===== src/rtl/serial_recv.sv =====
// serial_recv: 8N1 UART receive engine (2-flop synchronizer, mid-bit sampling).
// Define SERIAL_RECV_MAJORITY_EN to sample with a 2-of-3 majority of the synchronized line.
module serial_recv #(
   parameter int DIVISOR = 868
) (
   input  logic       clk,
   input  logic       reset,
   input  logic       rxd,
   output logic [7:0] data,
   output logic       data_valid,
   output logic       framing_error,
   output logic       busy,
   output logic [2:0] state_o
);
   localparam int CW = $clog2(DIVISOR);
   localparam logic [CW-1:0] HALF_M1 = CW'(DIVISOR / 2 - 1);
   localparam logic [CW-1:0] FULL_M1 = CW'(DIVISOR - 1);

   typedef enum logic [2:0] {
      S_IDLE  = 3'd0,
      S_START = 3'd1,
      S_DATA  = 3'd2,
      S_STOP  = 3'd3,
      S_BREAK = 3'd4
   } state_t;

   state_t        state_q, state_d;
   logic [CW-1:0] count_q, count_d;
   logic [2:0]    bit_idx_q, bit_idx_d;
   logic [7:0]    shift_q, shift_d;
   logic [7:0]    data_q, data_d;
   logic          valid_q, valid_d;
   logic          ferr_q, ferr_d;
   logic          sync1_q;
   logic          rx_s;
   logic          samp;

`ifdef SERIAL_RECV_MAJORITY_EN
   // hist_q[0] doubles as the second synchronizer stage, so rx_s is hist_q[0].
   logic [2:0] hist_q;

   always_ff @(posedge clk) begin
      if (reset) begin
         sync1_q <= 1'b1;
         hist_q  <= 3'b111;
      end else begin
         sync1_q <= rxd;
         hist_q  <= {hist_q[1:0], sync1_q};
      end
   end

   assign rx_s = hist_q[0];
   assign samp = (hist_q[0] & hist_q[1]) | (hist_q[0] & hist_q[2]) | (hist_q[1] & hist_q[2]);
`else
   logic sync2_q;

   always_ff @(posedge clk) begin
      if (reset) begin
         sync1_q <= 1'b1;
         sync2_q <= 1'b1;
      end else begin
         sync1_q <= rxd;
         sync2_q <= sync1_q;
      end
   end

   assign rx_s = sync2_q;
   assign samp = sync2_q;
`endif

   always_ff @(posedge clk) begin
      if (reset) begin
         state_q   <= S_IDLE;
         count_q   <= '0;
         bit_idx_q <= '0;
         shift_q   <= '0;
         data_q    <= '0;
         valid_q   <= 1'b0;
         ferr_q    <= 1'b0;
      end else begin
         state_q   <= state_d;
         count_q   <= count_d;
         bit_idx_q <= bit_idx_d;
         shift_q   <= shift_d;
         data_q    <= data_d;
         valid_q   <= valid_d;
         ferr_q    <= ferr_d;
      end
   end

   // Start sample lands half a bit after the edge; every later sample is one full bit on.
   always_comb begin
      state_d   = state_q;
      count_d   = count_q;
      bit_idx_d = bit_idx_q;
      shift_d   = shift_q;
      data_d    = data_q;
      valid_d   = 1'b0;
      ferr_d    = 1'b0;
      case (state_q)
         S_IDLE: begin
            count_d = '0;
            if (!rx_s) state_d = S_START;
         end
         S_START: begin
            if (count_q == HALF_M1) begin
               count_d   = '0;
               bit_idx_d = '0;
               state_d   = samp ? S_IDLE : S_DATA;
            end else begin
               count_d = count_q + CW'(1);
            end
         end
         S_DATA: begin
            if (count_q == FULL_M1) begin
               count_d   = '0;
               shift_d   = {samp, shift_q[7:1]};
               bit_idx_d = bit_idx_q + 3'd1;
               if (bit_idx_q == 3'd7) state_d = S_STOP;
            end else begin
               count_d = count_q + CW'(1);
            end
         end
         S_STOP: begin
            if (count_q == FULL_M1) begin
               count_d = '0;
               if (samp) begin
                  data_d  = shift_q;
                  valid_d = 1'b1;
                  state_d = S_IDLE;
               end else begin
                  ferr_d  = 1'b1;
                  state_d = S_BREAK;
               end
            end else begin
               count_d = count_q + CW'(1);
            end
         end
         S_BREAK: begin
            if (rx_s) state_d = S_IDLE;
         end
         default: state_d = S_IDLE;
      endcase
   end

   assign data          = data_q;
   assign data_valid    = valid_q;
   assign framing_error = ferr_q;
   assign busy          = (state_q != S_IDLE);
   assign state_o       = state_q;
endmodule


===== config.mk =====
export PLATFORM = sky130hd
export DESIGN_NAME = serial_recv
export DESIGN_NICKNAME = d
export VERILOG_FILES = /design/src/rtl/serial_recv.sv
export SDC_FILE = /design/constraint.sdc
export NUM_CORES = 1
export LEC_CHECK = 0
export ABC_CLOCK_PERIOD_IN_PS = 2460
export CORE_AREA = 2 2 71 73
export DETAILED_ROUTE_END_ITERATION = 10
export DIE_AREA = 0 0 73 75
export GPL_ROUTABILITY_DRIVEN = 0
export PLACE_DENSITY = 0.57
export REMOVE_ABC_BUFFERS = 1
export SYNTH_ARGS = -nofsm -noshare
export SYNTH_HDL_FRONTEND = slang
export SYNTH_SLANG_ARGS = --single-unit

===== constraint.sdc =====
create_clock -name clk -period 2.46 [get_ports clk]
set_input_delay 0.492 -clock clk [delete_from_list [all_inputs] [get_ports clk]]
set_output_delay 0.492 -clock clk [all_outputs]
set_load 0.03 [all_outputs]

# [Yosys cells after proc, flatten, opt, wreduce, memory -nomap -nowiden]
# Index checks and enable logic that the tools add are counted.
[totals] wordCells=53 mem_bits_rw=0 romBits=0 mem_count=0 latchBits=0 register_bits=36 input_bits=3
[classes] n_shift=0 bitwise=2 eq_ne=13 n_div=0 n_mux=17 magnitude_cmp=0 addsub=2 n_reduce_logical=10 multipliers=0
[op_table] op="one-hot mux 10 bit (3 select lines)" n=1
[op_table] op="two-way mux 3 bit" n=9
[op_table] op="two-way mux 10 bit" n=2
[op_table] op="one-hot mux 3 bit (5 select lines)" n=1
[op_table] op="inequality test 2 bit (second input constant)" n=6
[op_table] op="adder 10 x 1 -> 10 bit (second input constant)" n=1
[op_table] op="equality test 10 bit (second input constant)" n=1
[op_table] op="equality test 10 x 9 -> 1 bit (second input constant)" n=1
[op_table] op="equality test 3 x 2 -> 1 bit (second input constant)" n=2
[op_table] op="equality test 3 bit (second input constant)" n=2
[op_table] op="one-hot mux 3 bit (2 select lines)" n=1
[op_table] op="AND reduction 3 bit" n=2
[op_table] op="AND reduction 6 bit" n=1
[op_table] op="nonzero test 3 bit" n=2
[op_table] op="adder 3 x 1 -> 3 bit (second input constant)" n=1
[op_table] op="equality test 3 x 1 -> 1 bit (second input constant)" n=1
[op_table] op="logical NOT 3 bit" n=1
[op_table] op="OR reduction 3 bit" n=1
[op_table] op="two-way mux 1 bit" n=2
[op_table] op="two-way mux 2 bit" n=1
[op_table] op="inverter 1 bit" n=2
[op_table] op="AND reduction 2 bit" n=1
[op_table] op="nonzero test 2 bit" n=1
[op_table] op="OR reduction 2 bit" n=1

# [Depth between registers and ports, before layout]
# Gate-level depths: netlist of run 1.
[depth] word_depth=4 mapped_depth=8

# [Worst setup path after synthesis of run 1]
# No wires, ideal clock.
[synth_timing] kind="register to register" from="register state_q[1], in the netlist state_o[1]" to="register shift_q[0]" period_less_slack_ns=2.220 stages_incl_launch_ff=8 setup_slack_ns=0.240 path_buffers=2 setup_ns=0.128 arrival_time_ns=2.092 cell_sequence="dfxtp_1 > or2b_2 > or4_1 > buf_4 > nor2_4 > buf_6 > mux2i_1 > nor2_1"
[synth_via] elab_chain_cells=2
[synth_lines] element="start: declaration" line_no="27" text="state_t state_q, state_d;"
[synth_lines] element="start signal: assignment" line_no="81" text="state_q <= state_d;"
[synth_lines] element="equality test 3 x 2 -> 1 bit" line_no="100" text="case (state_q)"
[synth_lines] element="AND reduction 2 bit (no source line)"
[synth_lines] element="end signal: assignment" line_no="84" text="shift_q <= shift_d;"
[synth_lines] element="end: declaration" line_no="30" text="logic [7:0] shift_q, shift_d;"
# No other way between the ends.
# A chain may end at the register's enable or synchronous reset.

# [Worst setup path in the final report of run 1]
[layout_timing] from="register count_q[5]" to="register shift_q[6]"
[layout_via] elab_chain_cells=2
[layout_lines] element="start: declaration" line_no="28" text="logic [CW-1:0] count_q, count_d;"
[layout_lines] element="start signal: assignment" line_no="82" text="count_q <= count_d;"
[layout_lines] element="equality test 10 bit" line_no="115" text="if (count_q == FULL_M1) begin"
[layout_lines] element="AND reduction 2 bit (no source line)"
# No other way between the ends.

==> results of run 1 <==
per-stage QoR:
step / utilization, % / hold slack [ns] / setup WS (ns)
3_5_place_dp: 39.60 / 0.3937 / 0.1155
5_1_grt: 41.91 / 0.4480 / 0.007252
3_3_place_gp: 39.60 / 0.3913 / 0.2064
4_1_cts: 41.91 / 0.4114 / 0.08563
2_1_floorplan: - / 0.3895 / 0.003922
6_report: 41.91 / 0.4098 / 0.09026
logic make-up after synthesis:
group,Yosys count
simple gates,65
flops,36
compound gates,32
mux,18
buf+inv,12
fa+ha+maj,4
xor+xnor,1
how the worst max path moves through the flow:
stage | from | slack [ns] | endpoint | cells past startpoint
floorplan | state_o[1] | 0.004 | bit_idx_q[0] | 5
global placement | count_q[5] | 0.21 | shift_q[6] | 6
detailed placement | count_q[5] | 0.12 | shift_q[6] | 6
CTS | count_q[5] | 0.09 | shift_q[6] | 6
global route | count_q[5] | 0.007 | shift_q[6] | 6
finish | count_q[5] | 0.09 | shift_q[6] | 6
state kept, by name, summed over array words and instances, names as in the netlist:
register	count
bit_idx_q	3
count_q	10
data	8
data_valid	1
framing_error	1
rx_s	1
shift_q	8
state_o	3
sync1_q	1
cells in the mapped netlist, types with 2 or more instances:
| master | n | share of area [%] |
|---|---|---|
| a21o_1 | 3 | 1.4 |
| a21oi_1 | 8 | 2.4 |
| a22o_1 | 2 | 1.1 |
| buf_6 | 2 | 1.4 |
| clkbuf_8 | 2 | 1.7 |
| dfxtp_1 | 36 | 43 |
| ha_1 | 4 | 3.0 |
| inv_1 | 4 | 0.90 |
| mux2i_1 | 17 | 10 |
| nand2_1 | 9 | 2.0 |
| nand2b_1 | 2 | 0.75 |
| nand3_1 | 3 | 0.90 |
| nor2_1 | 23 | 5.2 |
| nor3_1 | 4 | 1.2 |
| nor3b_1 | 3 | 1.4 |
| o211ai_1 | 2 | 0.90 |
| o21ai_1 | 9 | 2.7 |
| or2_2 | 2 | 0.75 |
| or2b_2 | 3 | 1.6 |
| or3_1 | 3 | 1.1 |
| or4_1 | 2 | 0.90 |
per-layer routing:
metal	track usage [%]	vias up	routed length [µm]
li1	-	634	-
met4	6.790	0	53
met1	16.56	590	1530
met2	21.82	23	1441
met3	5.087	6	146
met5	0	-	0
report_power, final:
part	switching, mW	internal (mW)	total, mW
clock network	0.208	0.301	0.508
logic	0.0695	0.0520	0.121
registers	0.0207	0.592	0.612
total	0.298	0.945	1.24
critical path: stages, from the launching register on:
cell     delay (ns)
dfxtp_1        0.41
or3b_4         0.43
or4_1          0.73
nor2_4         0.20
buf_4          0.22
mux2i_1        0.21
nor2_1         0.06
final cells by class:
cell class                      instances  area [µm²]  area share (%)
Sequential cell                        36       720.7           36.90
Clock inverter                          2       35.03           1.794
Clock buffer                            6       72.57           3.716
Inverter                                4       15.01          0.7687
Multi-Input combinational cell        120       852.1           43.63
Timing Repair Buffer                   20       190.2           9.737
Tap cell                               54       67.56           3.459
==> metrics.cfg, run 1 <==
[route]
wl_um=3171
ant_nets=0
via_per_inst=5.178
drt_iter0_markers=51
num_vias=1253
post-route-drc-count=0
first_pass_iters=4
routedWlPerCell_um=13.10

[floorplanning]
die_area_um2=5475
start_util_pct=35.65
top_level_ports=17
rows=25
core_um2=4661
die-width_um=73
die_y_um=75

[final_layout]
drive_above_1_share_pct=13.30
layout.nets=194
final_area_um2=1953
syn_to_final_growth_pct=17.54
final_cell_mix=dfxtp_1, nor2_1, mux2i_1, clkdlybuf4s50_1
stdcell_count=242
nFillCells=450
final_common_cell=dfxtp_1
antenna_cells=0

[sta]
tns_ns=0
fmaxAchievable_mhz=422.0
fin_crit_sh_pct=96.33
hold_violations=0
timing.final.crit_period_ns=2.370
rsz0062_at_grt=no
skew_ns=0.008788
setup_viol=0
maxSlewViolCount=0
worst_pin_slew_ns=0.4952
slew_headroom_pct=66.94

[worst_setup_path]
critPathKind=reg -> reg
worstPathArrival_ns=2.53
worstPathRequired_ns=2.62
r2r_end=shift_q[6]
r2r-start=count_q[5]
cp-start-kind=flip-flop
reg2reg_slack_ns=0.09
reg2reg_depth=6
cp_max_fo=9
end_kind=flip-flop

[worst_hold_path]
holdPathStages=1
whs_endpoint=rx_s
worstHoldStart=sync1_q
min_path_type=reg -> reg

[clocking]
cts_hold_buffers=0
cts-root-buf=clkbuf_8
clk-insertion-delay-late_ns=0.29
cts_sinks=36
clk_pin_slew_ns=0.07
htree_num_levels=2
cts_tree=built
cts_setup_buffers=0
numCtsBuffers=5
clockBufferDepth=2
cts_resized=0

[global_route]
grt_max_degree=26
track_usage_pct=13.79
antenna_found_initial=0
grt_pass1_wl_um=5837
grt_pass1_vias=1310
overflow=0

[placement]
dpl-instance-area_um2=1846
io_buffers=16
dpl.cell_count=234
dpl.hpwl_um=2247

[yosys]
synth_cells=168
synth_seq_cells=36
synth_top_family_by_area=simple AND/OR/NAND/NOR gates
ys_types=46
ys_seq_area_share_pct=43.37
synth_compound_area_share_pct=14.31
async_reset_ff_share_pct=0
synthAdderAreaFrac_pct=3.012
synth_edf_count=0
netlist_area_um2=1662
synth_ff_type=dfxtp_1
syn_area_per_cell_um2=9.890
yosys_warnings=0
synthXorXnorAreaFrac_pct=0.5271
synth-simple-area-share_pct=22.52
synth_mux_area_share_pct=10.92

[power]
ir_worst_vdd_mv=0.3615
p_per_area_nw_per_um2=636.1
power.total_mw=1.242
cellLeakagePower_nw=0.6988

[outcome]
outcome=finished, final reports clean

[flow_run]
maxCapViolCount=0

Power figures use the tool's default switching activity.
==> run 2, diff against run 1 <==
Settings changed: CORE_AREA 2 2 71 73 to 2 2 72 74, CTS_BUF_LIST from default to sky130_fd_sc_hd__clkbuf_4 sky130_fd_sc_hd__clkbuf_8, DIE_AREA 0 0 73 75 to 0 0 74 76, PLACE_DENSITY 0.57 to 0.56, TNS_END_PERCENT from default to 100.
==> run 2 against run 1 <==
Compared with the run above: utilization shrank 1.2 points; die area grew 2.7%; setup slack gained 0.099 ns; sequential power shrank 2%; first-iteration DRC count grew 37%; largest cell class unchanged; largest power group unchanged; highest routed layer unchanged.
==> metrics.cfg, run 2 (same netlist as run 1, synthesis figures left out) <==
[outcome]
outcome=finished, final reports clean

[route]
drt_iter0_markers=70
post-route-drc-count=0
ant_nets=0
routedWlPerCell_um=12.87
num_vias=1271
via_per_inst=4.870
first_pass_iters=4
wl_um=3359

[worst_setup_path]
cp_cell_sequence=or3b_4 > or4_1 > buf_4 > nor2_8 > mux2i_1 > nor2_1
end_kind=flip-flop
crit_path_top_delay_cell=or4_1
critPathKind=reg -> reg
cp-start-kind=flip-flop
max_stage_delay_ns=0.64
reg2reg_depth=6
worstPathRequired_ns=2.63
worstPathArrival_ns=2.45
cp_max_fo=8

[placement]
dpl.hpwl_um=2438
place_ws_ns=0.2091
io_buffers=16

[sta]
fmaxAchievable_mhz=440.3
setup_viol=0
tns_ns=0
setup_ws_ns=0.1889
fin_crit_sh_pct=92.32
worst_pin_slew_ns=0.3687
hold_violations=0
slew_headroom_pct=75.36
rsz0062_at_grt=no
hold_ws_ns=0.4136
maxSlewViolCount=0
skew_ns=0.006163
timing.final.crit_period_ns=2.271

[final_layout]
regMostFlops=count_q
layout.nets=197
drive_above_1_share_pct=15.18
final_cell_mix=dfxtp_1, nor2_1, mux2i_1, clkdlybuf4s50_1
final_common_cell=dfxtp_1
nFillCells=486
antenna_cells=0
syn_to_final_growth_pct=20.33
largest_reg_flops=10

[floorplanning]
top_level_ports=17
die_y_um=76
die-width_um=74
start_util_pct=33.83
core_um2=4912
rows=26
die_area_um2=5624

[clocking]
clk_pin_slew_ns=0.07
htree_num_levels=2
clockBufferDepth=2
cts_setup_buffers=0
cts_sinks=36
clk-insertion-delay-late_ns=0.28
cts_resized=0
cts-root-buf=clkbuf_8
numCtsBuffers=5
cts_tree=built
cts_hold_buffers=0

[global_route]
antenna_found_initial=0
grt_pass1_wl_um=5809
overflow=0
grt_max_degree=16
track_usage_pct=12.97
grt_pass1_vias=1253

[power]
ir_worst_vdd_mv=0.4049
cellLeakagePower_nw=0.7164
p_per_area_nw_per_um2=630.8

[flow_run]
maxCapViolCount=0

[worst_hold_path]
holdPathStages=1
min_path_type=reg -> reg

==> run 2: cell count changes in the layout (fill, tap and decap cells not counted), sizes merged <==
cell	change
buf	+3
==> run 2: power breakdown <==
group / internal, mW / leakage [nW] / switching [mW]
registers: 0.592 / 0.291 / 0.00921
logic: 0.0581 / 0.367 / 0.0847
clock network: 0.312 / 0.0586 / 0.206
total: 0.962 / 0.716 / 0.300
==> run 2: final cells by class <==
cell class	instances	area, µm²	share of cell area, %
Clock inverter	2	35.03	1.752
Multi-Input combinational cell	120	852.1	42.62
Tap cell	70	87.58	4.380
Timing Repair Buffer	23	212.7	10.64
Clock buffer	6	76.32	3.817
Sequential cell	36	720.7	36.05
Inverter	4	15.01	0.7509
==> run 2: metrics by stage <==
step	std cells	utilization (%)	instance area, µm²	power (mW)
after floorplan	160	-	1588	0.7057
after global placement	253	38.44	1888	0.7545
after detailed placement	253	38.44	1888	0.7563
after CTS	261	40.70	1999	1.273
after global routing	261	40.70	1999	1.317
final	261	40.70	1999	1.261
==> run 2: final timing paths <==
kind         startpoint       to  slack (ns)
min             sync1_q     rx_s        0.41
max reg2reg  count_q[5]  data[0]        0.19
min reg2reg     sync1_q     rx_s        0.41
max          count_q[5]  data[0]        0.19
==> run 2: routing by layer <==
layer	track usage [%]	vias to the layer above	part of all wire [%]
li1	-	635	-
met1	17.28	604	47
met2	20.00	30	48
met3	3.571	2	4.3
met4	4.364	0	0.51
met5	0	-	0
==> run 2: critical path, delay by kind of cell, from the launching register on <==
family / cells / cell delay [ns]
buf+inv: 1 / 0.22
flops: 1 / 0.40
mux: 1 / 0.22
simple gates: 4 / 1.33
==> run 3, diff against run 2 <==
Settings changed: TNS_END_PERCENT 100 to default.
==> results of run 3 <==
Final layout, timing and power as in run 2 (identical DEF).
